File: src/rtl/adc_serial_responder.sv
// -----------------------------------------------------------------------------
// adc_serial_responder
//
// Target-side responder for a simple serial ADC protocol. While cs is low the
// initiator sends a start bit (din=1), then mode, ch1 and ch0. The responder
// samples the selected conversion source on the following edge, presents a
// null bit, shifts the 10-bit result out MSB first, then pulses done. Raising
// cs inside a frame aborts it and sets a sticky frame_err.
//
// Handshake: there is no valid/ready pair. cs low qualifies din on every
// rising clk edge; dout is meaningful whenever dout_en is high; done is a
// single-cycle pulse on the edge that completes a frame.
//
// Ports
//   clk        in   system and serial bit clock (one bit per period)
//   rstc       in   synchronous active-high reset
//   cs         in   active-low chip select
//   din        in   serial command bit
//   ain0..ain3 in   10-bit unsigned conversion sources
//   dout       out  registered serial result bit
//   dout_en    out  high while dout carries the null bit or a data bit
//   chan       out  channel captured by the most recent command
//   done       out  one-cycle pulse at frame completion
//   frame_err  out  sticky: cs rose mid-frame
//   state_dbg  out  current FSM state, for observation only
// -----------------------------------------------------------------------------
module adc_serial_responder (
   input  logic       clk,
   input  logic       rstc,
   input  logic       cs,
   input  logic       din,
   input  logic [9:0] ain0,
   input  logic [9:0] ain1,
   input  logic [9:0] ain2,
   input  logic [9:0] ain3,
   output logic       dout,
   output logic       dout_en,
   output logic [1:0] chan,
   output logic       done,
   output logic       frame_err,
   output logic [2:0] state_dbg
);

   typedef enum logic [2:0] {
      IDLE   = 3'd0,
      CFG    = 3'd1,
      SAMPLE = 3'd2,
      NULLB  = 3'd3,
      DATA   = 3'd4,
      DONE   = 3'd5
   } state_t;

   state_t     state, state_n;
   logic [1:0] cfg_cnt, cfg_cnt_n;   // which command bit CFG is capturing
   logic       mode_r, mode_n;
   logic       ch1_r, ch1_n;
   logic [1:0] chan_n;
   logic [9:0] shift_reg, shift_n;
   logic [3:0] bit_cnt, bit_cnt_n;
   logic       dout_n, dout_en_n, done_n, frame_err_n;
   logic [9:0] result;
   logic [9:0] diff_a, diff_b;

   assign state_dbg = state;

   // Conversion result from the command captured in CFG. Differential mode
   // pairs (ain0,ain1) or (ain2,ain3) chosen by chan[1]; negative clamps to 0.
   always_comb begin
      diff_a = chan[1] ? ain2 : ain0;
      diff_b = chan[1] ? ain3 : ain1;
      result = '0;
      if (mode_r) begin
         case (chan)
            2'd0:    result = ain0;
            2'd1:    result = ain1;
            2'd2:    result = ain2;
            default: result = ain3;
         endcase
      end else if (diff_a >= diff_b) begin
         result = diff_a - diff_b;
      end
   end

   always_comb begin
      state_n     = state;
      cfg_cnt_n   = cfg_cnt;
      mode_n      = mode_r;
      ch1_n       = ch1_r;
      chan_n      = chan;
      shift_n     = shift_reg;
      bit_cnt_n   = bit_cnt;
      dout_n      = dout;
      dout_en_n   = dout_en;
      done_n      = 1'b0;
      frame_err_n = frame_err;

      case (state)
         IDLE: begin
            dout_n    = 1'b0;
            dout_en_n = 1'b0;
            // cs high takes priority over a coincident din=1
            if (!cs && din) begin
               state_n   = CFG;
               cfg_cnt_n = 2'd0;
            end
         end

         DONE: begin
            dout_n    = 1'b0;
            dout_en_n = 1'b0;
            if (cs) state_n = IDLE;
         end

         default: begin
            if (cs) begin
               // Abort of an active frame: no done pulse
               state_n     = IDLE;
               dout_n      = 1'b0;
               dout_en_n   = 1'b0;
               frame_err_n = 1'b1;
            end else begin
               case (state)
                  CFG: begin
                     cfg_cnt_n = cfg_cnt + 2'd1;
                     case (cfg_cnt)
                        2'd0:    mode_n = din;
                        2'd1:    ch1_n  = din;
                        default: begin
                           chan_n  = {ch1_r, din};
                           state_n = SAMPLE;
                        end
                     endcase
                  end
                  SAMPLE: begin
                     // Only point where ain is observed
                     shift_n   = result;
                     dout_n    = 1'b0;
                     dout_en_n = 1'b1;
                     state_n   = NULLB;
                  end
                  NULLB: begin
                     dout_n    = shift_reg[9];
                     shift_n   = {shift_reg[8:0], 1'b0};
                     bit_cnt_n = 4'd9;
                     state_n   = DATA;
                  end
                  DATA: begin
                     if (bit_cnt == 4'd0) begin
                        state_n   = DONE;
                        dout_n    = 1'b0;
                        dout_en_n = 1'b0;
                        done_n    = 1'b1;
                     end else begin
                        dout_n    = shift_reg[9];
                        shift_n   = {shift_reg[8:0], 1'b0};
                        bit_cnt_n = bit_cnt - 4'd1;
                     end
                  end
                  default: state_n = IDLE;
               endcase
            end
         end
      endcase
   end

   always_ff @(posedge clk) begin
      if (rstc) begin
         state     <= IDLE;
         cfg_cnt   <= 2'd0;
         mode_r    <= 1'b0;
         ch1_r     <= 1'b0;
         chan      <= 2'b00;
         shift_reg <= '0;
         bit_cnt   <= 4'd0;
         dout      <= 1'b0;
         dout_en   <= 1'b0;
         done      <= 1'b0;
         frame_err <= 1'b0;
      end else begin
         state     <= state_n;
         cfg_cnt   <= cfg_cnt_n;
         mode_r    <= mode_n;
         ch1_r     <= ch1_n;
         chan      <= chan_n;
         shift_reg <= shift_n;
         bit_cnt   <= bit_cnt_n;
         dout      <= dout_n;
         dout_en   <= dout_en_n;
         done      <= done_n;
         frame_err <= frame_err_n;
      end
   end

endmodule

File: config.mk
export PLATFORM = sky130hd
export DESIGN_NAME = adc_serial_responder
export DESIGN_NICKNAME = d
export VERILOG_FILES = /design/src/rtl/adc_serial_responder.sv
export SDC_FILE = /design/constraint.sdc
export NUM_CORES = 1
export LEC_CHECK = 0
export ABC_AREA = 1
export CORE_AREA = 2 2 71 73
export CTS_BUF_LIST = sky130_fd_sc_hd__clkbuf_4
export CTS_CLUSTER_DIAMETER = 40
export DETAILED_ROUTE_END_ITERATION = 10
export DIE_AREA = 0 0 73 75
export GPL_TIMING_DRIVEN = 0
export PLACE_DENSITY = 0.83
export SLEW_MARGIN = 20
export SYNTH_ARGS = -nofsm -noshare
export SYNTH_HDL_FRONTEND = slang
export SYNTH_SLANG_ARGS = --single-unit
File: constraint.sdc
create_clock -name clk -period 3.1 [get_ports clk]
set_clock_uncertainty 0.15 [all_clocks]
set_input_delay 0.62 -clock clk [delete_from_list [all_inputs] [get_ports clk]]
set_output_delay 0.62 -clock clk [all_outputs]
set_load 0.01 [all_outputs]
After elaboration in Yosys (flattened, before gate mapping) --
Index checks and enable logic that the tools add are counted.
Word-level totals: bits in registers 27, latch bits 0, bits in writable memories 0, ROM bits 0, bits of input ports 44, output and inout port bits 9, word-level logic and storage cells 83, memories kept 0
Cells by class: $add $sub $neg 3, multiply operators 0, div/mod/pow operators 0, order comparisons 1, equal/unequal tests 15, shifts and indexed selects 0, mux-type cells 25, bitwise gates (word level) 5, reduce and logical (&&, ||, !) cells 23
Operators with widths (count):
- 10-bit case mux with 3 select lines | 2
- 10-bit two-way mux | 5
- 4-bit AND reduction | 7
- 3-bit two-way mux | 5
- 3-bit case mux with 4 select lines | 1
- 10-bit greater-or-equal comparator | 1
- 10-bit subtractor | 1
- 2-bit != test (second input constant) | 4
- 4-bit case mux with 2 select lines | 1
- 3-bit by 2-bit equality test with 1-bit output (second input constant) | 2
- 3-bit equality test (second input constant) | 2
- 2-bit two-way mux | 3
- 3-bit case mux with 2 select lines | 1
- 2-bit nonzero test | 3
- 1-bit inverter | 5
- 5-bit OR reduction | 1
- 2-bit by 1-bit equality test with 1-bit output (second input constant) | 2
- 2-bit logical NOT | 2
- 4-bit logical NOT | 1
- 4-bit two-way mux | 1
- 4-bit by 3-bit != test with 1-bit output (second input constant) | 1
- 4-bit != test (second input constant) | 1
- 2-bit case mux with 2 select lines | 1
- 2-bit AND reduction | 2
- other kinds (14) | 17

Longest topological paths before layout --
Gate-level depths: netlist (run 1).
depth after elaboration 6, mapped depth 18, gate-level depth less buffers 16

Least setup slack after synthesis (run 1) --
No wires, ideal clock.
kind register -> register, from register chan[1], to register shift_reg[9], library setup time 0.067 ns, arrival time 2.241 ns, data required time 2.883 ns, slack 0.642 ns, stages on the path, launching flop included 14, path buffers 2, clock period less this slack 2.458 ns, path through dfxtp_1 -> buf_2 -> buf_2 -> nand2_1 -> a21boi_0 -> ha_1 -> fa_1 -> inv_1 -> nand3_1 -> nand4_1 -> nand2_2 -> o21ai_0 -> nand2_1 -> a21oi_2
On the way: cells in the longest elaborated chain, start to end 5, elaborated cells between the ends (all ways) 11, classes of those cells add/sub (1); order compare (1); eq/ne (2); mux (6); reduce/logical (1)
Ends and longest elaborated chain:
- start: declaration | line 38 | output logic [1:0] chan,
- start signal: assignment | line 184 | chan <= chan_n;
- 10-bit two-way mux (on tied branches) | line 69, 70
- 10-bit subtractor / 10-bit greater-or-equal comparator (equally long branches) | line 80, 79
- 10-bit two-way mux | line 79 | end else if (diff_a >= diff_b) begin
- 10-bit two-way mux (*) | line 72 | if (mode_r) begin
- 10-bit case mux with 3 select lines (*) | line 122 | case (state)
- end signal: assignment | line 185 | shift_reg <= shift_n;
- end: declaration | line 58 | logic [9:0] shift_reg, shift_n;
Mark *: on every way between the ends. The rest lies on a longest branch, timed or not. A chain may end at the register's enable or synchronous reset.

Worst setup path after layout (run 1) --
Same ends and word-level chain as after synthesis.

==> impl_results.md, run 1 <==
- Status: complete, no violations
- Initial antenna violation count: 0
- Post-synth EDFFs: 0
- # nets final: 504
- Largest register FFs: 10
- Final Hold Viols: 0
- R2R depth: 13
- Die width: approximately 73 microns
- Final min period: 2.83 ns
- Net Count, Synth: around 450
- Post-synthesis xor/xnor area fraction: 0.0184
- DR iter-0 viols: 110
- GRT overflow: 0
- GRT Resource Usage Total: 0.230
- Fmax: about 350 MHz
- Initial Util: 0.511
- Final Slew Violations: 0
- Synth cell count leaders: nand2_1, nor2_1, inv_1
- Largest family of logic cells by synthesized area: simple AND/OR/NAND/NOR gates
- Number of antenna repair diodes: 0
- Crit path capture: shift_reg[9]$_SDFFE_PP0P_
- Flop-to-flop setup slack: between 0.2 and 0.3 ns
- Mapped Area: approximately 0.0024 sq mm
- Clk slew on worst S/H paths: approximately 0.15 ns
- Ranking of synthesized cells by area: dfxtp_1, nand2_1, ha_1, nor2_1, inv_1
- Clock tree from TritonCTS: done
- Fillers: 456
- Reg area: ~540 sq um
- Crit path capture type: flop
- Cell variety after synth: 37
- Fin cells: between 400 and 500
- RSZ-0062 raised after global routing: no
- Adder-cell share of the synthesized area: 0.0820
- Comb pwr share: 0.450
- NetSw: about 0.00036 W
- Critical setup path kind: reg -> reg
- Max-cap viol count: 0
- Register area share after synthesis: 0.227
- CP arrival: roughly 3.0 ns
- Synth Warn #: 0
- Hpwl dp: slightly below 5000 microns
- Drt first pass iters: 4
- Slew of the pin with the lowest slew margin: 0.538 ns
- Reg-to-reg startpoint: chan[1]$_SDFFE_PP0P_
- Simple-Gate Fraction of Synth Area: 0.382
- CTS resizes: 0
- Number of buffers created by CTS: 3
- Hold WC Path Type: reg -> reg
- DRC violations left: 0
- Power share of the sequential group: 0.385
- Relative slew slack: 0.641
- Vias in the first global route: roughly 2400
- Sw Ratio: 0.379
- Hold Slack: ~0.32 ns
- Clk buf depth: 2
- Mapped Cells: 389
- Die height: 75 microns
- Largest net degree at the start of global routing: 17
- Syn-to-layout area delta: 25.6%
- Worst setup path start: chan[1]$_SDFFE_PP0P_
- Worst R2R End: shift_reg[9]$_SDFFE_PP0P_
- Complex-gate fraction of the synthesized area: 0.162
- CTS root buf: clkbuf_4
- Setup_tns: 0 ns
- Crit Path Max Fanout: 10
- WP data required: 3.23 ns
- Post-route ant nets: 0
- PwrDens: between 300 and 400 mW/mm^2
- Critical path, cell by cell: buf_2, buf_2, nand2_1, a21boi_0, ha_1, fa_1, inv_1, nand3_1, nand4_1, nand2_2, o21ai_0, nand2_1, a21oi_2
- Period utilization: 0.913
- Final setup fails: 0
- Sink Count: 27
- Setup Fix Bufs, Post-CTS: 0
- Detailed Route WL: 5910 microns
- Avg Cell Area, Syn: 6.12 sq um
- FFs w/ async S/R, synth: 0
- Internal Power: 0.000592 W
- Multiplexer share of the synthesized area: 0.0210
- Crit-path slowest cell: fa_1
- Finished Core Util: 0.641
- Peak supply drop: 0.244 mV
- Most common cell in the netlist: nand2_1
- First-pass GRT wire length: around 10000 microns
- Worst-Skew Late Latency: 0.34 ns
- Gpl congestion: around 0.84
- Leak pwr: between 1 and 1.5 nW
- H-Tree Depth: 1
- Hold_buf cts: 0
- Share of layout cells above drive strength 1: 0.0811
- I/O pin count: 53
- Inst Count DP: roughly 490
- Via count: ~2600
- Post-synth top area cell: dfxtp_1
- Rows: 25
- Crit path launch type: flop
- Clock Power Share: 0.165
- Core Region: around 0.0047 sq mm
- Crit-path max cell delay: 0.44 ns
- Synth top area share: 0.227
- Drt wl/cell: 11.9 microns
- Top FF cell, synth: dfxtp_1
- PortBufs: 51
- Synth Register Bits: 27
- Vias/cell: roughly 5.2
- Die area: roughly 0.0055 sq mm
- Area of the multi-input gates: roughly 0.0016 sq mm
power groups by stage:
stage | Sequential (W) | Clock (W) | Combinational [W]
2_1_floorplan | 0.000376 | 0 | 0.000291
3_3_place_gp | 0.000374 | 0 | 0.000417
3_5_place_dp | 0.000374 | 0 | 0.000427
4_1_cts | 0.000367 | 0.000159 | 0.000429
5_1_grt | 0.000369 | 0.000176 | 0.000487
6_report | 0.000367 | 0.000157 | 0.000429
critical path: cells and delay by family, from the launching register on:
family | cells | cell delay, ns
adders and majority gates | 2 | 0.69
AOI/OAI and AO/OA | 3 | 0.49
buffers and inverters | 3 | 0.55
DFF | 1 | 0.35
and+or+nand+nor | 5 | 0.57
kinds of logic after synthesis:
family	Yosys count
xor+xnor	5
flops	27
fa+ha+maj	15
simple gates	210
mux	5
buf+inv	59
compound gates	68
metal layers:
metal | track usage | wire length, microns | vias up
met5 | 0 | 0 | -
met4 | 0.0473 | 59 | 0
met3 | 0.0268 | 216 | 7
met2 | 0.445 | 2950 | 52
met1 | 0.271 | 2680 | 1163
li1 | - | - | 1357
area by class of cell:
type | count | area share
clock inverter | 1 | 0.00251
tap | 54 | 0.0226
inverter | 47 | 0.0599
multi-input combinational | 303 | 0.530
timing repair buffer | 51 | 0.171
clock buffer | 3 | 0.00754
buffer | 12 | 0.0255
sequential | 27 | 0.181
metrics by stage:
step                setup WS [ns]  power, W  instance area [sq um]
detailed placement       -0.00558  0.000801                   2960
finish                      0.270  0.000953                   2990
global route              0.00760   0.00103                   2990
floorplan                   0.642  0.000667                   2380
global placement           0.0175  0.000791                   2960
CTS                         0.283  0.000955                   2990
cells in the final DEF, fill, tap and decap left out, types with 5 or more instances in the layout:
| cell type | n |
|---|---|
| a21oi_1 | 25 |
| a31oi_1 | 5 |
| clkdlybuf4s50_1 | 51 |
| dfxtp_1 | 27 |
| ha_1 | 14 |
| inv_1 | 40 |
| inv_2 | 6 |
| mux2i_1 | 5 |
| nand2_1 | 125 |
| nand3_1 | 16 |
| nor2_1 | 46 |
| nor2_2 | 6 |
| o211ai_1 | 7 |
| o21ai_0 | 15 |
| o21ai_1 | 8 |
how the worst min path moves through the flow:
| stage | end | depth (start not counted) | start |
|---|---|---|---|
| 2_1_floorplan | bit_cnt[0]$_SDFFE_PP0P_ | 1 | bit_cnt[0]$_SDFFE_PP0P_ |
| 3_3_place_gp | bit_cnt[0]$_SDFFE_PP0P_ | 1 | bit_cnt[0]$_SDFFE_PP0P_ |
| 3_5_place_dp | bit_cnt[0]$_SDFFE_PP0P_ | 1 | bit_cnt[0]$_SDFFE_PP0P_ |
| 4_1_cts | shift_reg[7]$_SDFFE_PP0P_ | 2 | shift_reg[7]$_SDFFE_PP0P_ |
| 5_1_grt | shift_reg[5]$_SDFFE_PP0P_ | 2 | shift_reg[5]$_SDFFE_PP0P_ |
| 6_report | shift_reg[5]$_SDFFE_PP0P_ | 2 | shift_reg[5]$_SDFFE_PP0P_ |
Note: power is estimated with default switching activity, not from simulation.
==> inputs of run 2 (changes only) <==
--- a/config.mk
+++ b/config.mk
@@ -8,10 +8,11 @@
 export ABC_AREA = 1
 export CORE_AREA = 2 2 71 73
 export CTS_BUF_LIST = sky130_fd_sc_hd__clkbuf_4
-export CTS_CLUSTER_DIAMETER = 40
+export CTS_CLUSTER_DIAMETER = 50
 export DETAILED_ROUTE_END_ITERATION = 10
 export DIE_AREA = 0 0 73 75
 export GPL_TIMING_DRIVEN = 0
+export MAX_ROUTING_LAYER = met4
 export PLACE_DENSITY = 0.83
 export SLEW_MARGIN = 20
 export SYNTH_ARGS = -nofsm -noshare
==> run 2 against run 1 <==
  * Critical path depth did not move
  * Combinational power barely moved
  * Count of clock-buffer cells in the layout unchanged
  * Global-route usage up 0.57 points
  * Setup slack better by 0.0086 ns
  * Critical path type unchanged
  * Highest routed layer unchanged
==> impl_results.md, run 2 (same netlist as run 1, synthesis figures left out) <==
- Largest register FFs: 10 (unchanged)
- Worst setup path start: chan[1]$_SDFFE_PP0P_
- GRT Resource Usage Total: 0.236 (+0.00573)
- Initial Util: 0.511 (unchanged)
- Die area: 0.00548 sq mm (unchanged)
- WP data required: 3.23 ns (about the same)
- Critical setup path kind: reg -> reg
- CTS root buf: clkbuf_4
- Final Hold Viols: 0 (unchanged)
- Worst Hold Path EP: shift_reg[5]$_SDFFE_PP0P_
- Number of buffers created by CTS: 3 (unchanged)
- Sink Count: 27 (unchanged)
- Flop-to-flop setup slack: 0.28 ns (about the same)
- I/O pin count: 53 (unchanged)
- Gpl congestion: 0.847 (+1.1%)
- Period utilization: 0.910 (-0.00279)
- Crit Path Max Fanout: 10 (unchanged)
- Critical path, cell by cell: buf_2, inv_1, buf_2, a21boi_0, ha_1, fa_1, inv_1, nand3_1, nand4_1, nand2_2, o21ai_0, nand2_1, a21oi_2
- H-Tree Depth: 1 (unchanged)
- # nets final: 504 (unchanged)
- Vias/cell: 5.16 (-0.27%)
- Slew of the pin with the lowest slew margin: 0.548 ns (+0.00975 ns)
- Setup WS pre-CTS: -0.00440 ns (+0.00118 ns)
- Initial antenna violation count: 0 (unchanged)
- CP arrival: 2.95 ns (about the same)
- Worst hold start: shift_reg[5]$_SDFFE_PP0P_
- Post-route ant nets: 0 (unchanged)
- Status: complete, no violations
- Fin cells: 498 (unchanged)
- Number of antenna repair diodes: 0 (unchanged)
- Peak supply drop: 0.378 mV (+55%)
- Hold_buf cts: 0 (unchanged)
- Final setup fails: 0 (unchanged)
- Fin worst setup slack: 0.279 ns (+0.00863 ns)
- Hpwl dp: 4970 microns (+2.3%)
- RSZ-0062 raised after global routing: no
- Most frequent cells in the layout: nand2_1, clkdlybuf4s50_1, nor2_1
- Via count: 2572 (-0.27%)
- Clock tree from TritonCTS: done
- Clk buf depth: 2 (unchanged)
- Reg-to-reg startpoint: chan[1]$_SDFFE_PP0P_
- PortBufs: 51 (unchanged)
- Crit-path slowest cell: fa_1
- GRT overflow: 0 (unchanged)
- Most common cell after layout, fill and taps aside: nand2_1
- Vias in the first global route: 2387 (-0.95%)
- Leak pwr: 1.42 nW (unchanged)
- Crit path capture type: flop
- Rows: 25 (unchanged)
- Worst R2R End: shift_reg[9]$_SDFFE_PP0P_
- Crit-path max cell delay: 0.43 ns (about the same)
- Setup Fix Bufs, Post-CTS: 0 (unchanged)
- Detailed Route WL: 5950 microns (+0.69%)
- Fmax: 354 MHz (+0.31%)
- CTS resizes: 0 (unchanged)
- Hold WC Path Type: reg -> reg
- DR iter-0 viols: 94 (-15%)
- Worst hold stages: 2 (unchanged)
- DRC violations left: 0 (unchanged)
- Final Slew Violations: 0 (unchanged)
- Max-cap viol count: 0 (unchanged)
- Inst Count DP: 494 (unchanged)
- Share of layout cells above drive strength 1: 0.0811 (unchanged)
- R2R depth: 13 (unchanged)
- Largest net degree at the start of global routing: 17 (unchanged)
- Drt wl/cell: 11.9 microns (+0.69%)
- Final min period: 2.82 ns (-0.00863 ns)
- Drt first pass iters: 4 (unchanged)
- PwrDens: 320 mW/mm^2 (+0.16%)
- Clk slew on worst S/H paths: 0.15 ns (about the same)
- Die width: 73 microns (unchanged)
- Die height: 75 microns (unchanged)
- Worst-Skew Late Latency: 0.33 ns (about the same)
- Crit path launch type: flop
- Relative slew slack: 0.635 (-0.00650)
- Core Region: 0.00466 sq mm (unchanged)
- Syn-to-layout area delta: 25.6% (unchanged)
- First-pass GRT wire length: 10000 microns (-1.4%)
-- run 2: cell counts in the layout (fill, tap and decap cells not counted) --
No cell type changed its count.
-- run 2: per-stage QoR --
stage	util	area, sq um	setup TNS [ns]	power [W]	hold slack [ns]
floorplan	-	2380	0	0.000667	0.281
global placement	0.635	2960	0	0.000791	0.295
detailed placement	0.635	2960	-0.00440	0.000802	0.305
CTS	0.641	2990	0	0.000956	0.326
global route	0.641	2990	0	0.00103	0.340
finish	0.641	2990	0	0.000955	0.323
-- run 2: where the power goes --
group          internal, W  switching (W)
registers         0.000359     0.00000815
logic             0.000184       0.000246
clock network    0.0000495       0.000109
-- run 2: worst max-delay path, delay by kind of cell (launching register included) --
kind / cells / cell delay (ns)
buffers and inverters: 4 / 0.65
adder cells (fa/ha/maj): 2 / 0.67
AO/OA/AOI/OAI: 3 / 0.48
AND/OR/NAND/NOR: 4 / 0.48
flip-flops: 1 / 0.34
-- run 2: worst max-delay path by stage --
stage	end	slack [ns]
2_1_floorplan	shift_reg[9]$_SDFFE_PP0P_	0.64
3_3_place_gp	shift_reg[9]$_SDFFE_PP0P_	0.02
3_5_place_dp	shift_reg[9]$_SDFFE_PP0P_	-0.004
4_1_cts	shift_reg[9]$_SDFFE_PP0P_	0.31
5_1_grt	shift_reg[9]$_SDFFE_PP0P_	0.05
6_report	shift_reg[9]$_SDFFE_PP0P_	0.28
-- run 2: final cells by class --
| class | count | area, sq um |
|---|---|---|
| Buffer | 12 | 76.3 |
| Sequential cell | 27 | 541 |
| Tap cell | 54 | 67.6 |
| Multi-Input combinational cell | 303 | 1580 |
| Timing Repair Buffer | 51 | 510 |
| Inverter | 47 | 179 |
| Fill cell | 431 | 1670 |
| Clock inverter | 1 | 7.51 |
| Clock buffer | 3 | 22.5 |
-- run 2: metal layers --
metal  part of all wire  GRT usage
met4              0.015     0.0597
met5                  0          -
met3              0.030     0.0228
met1               0.45      0.266
met2               0.50      0.443
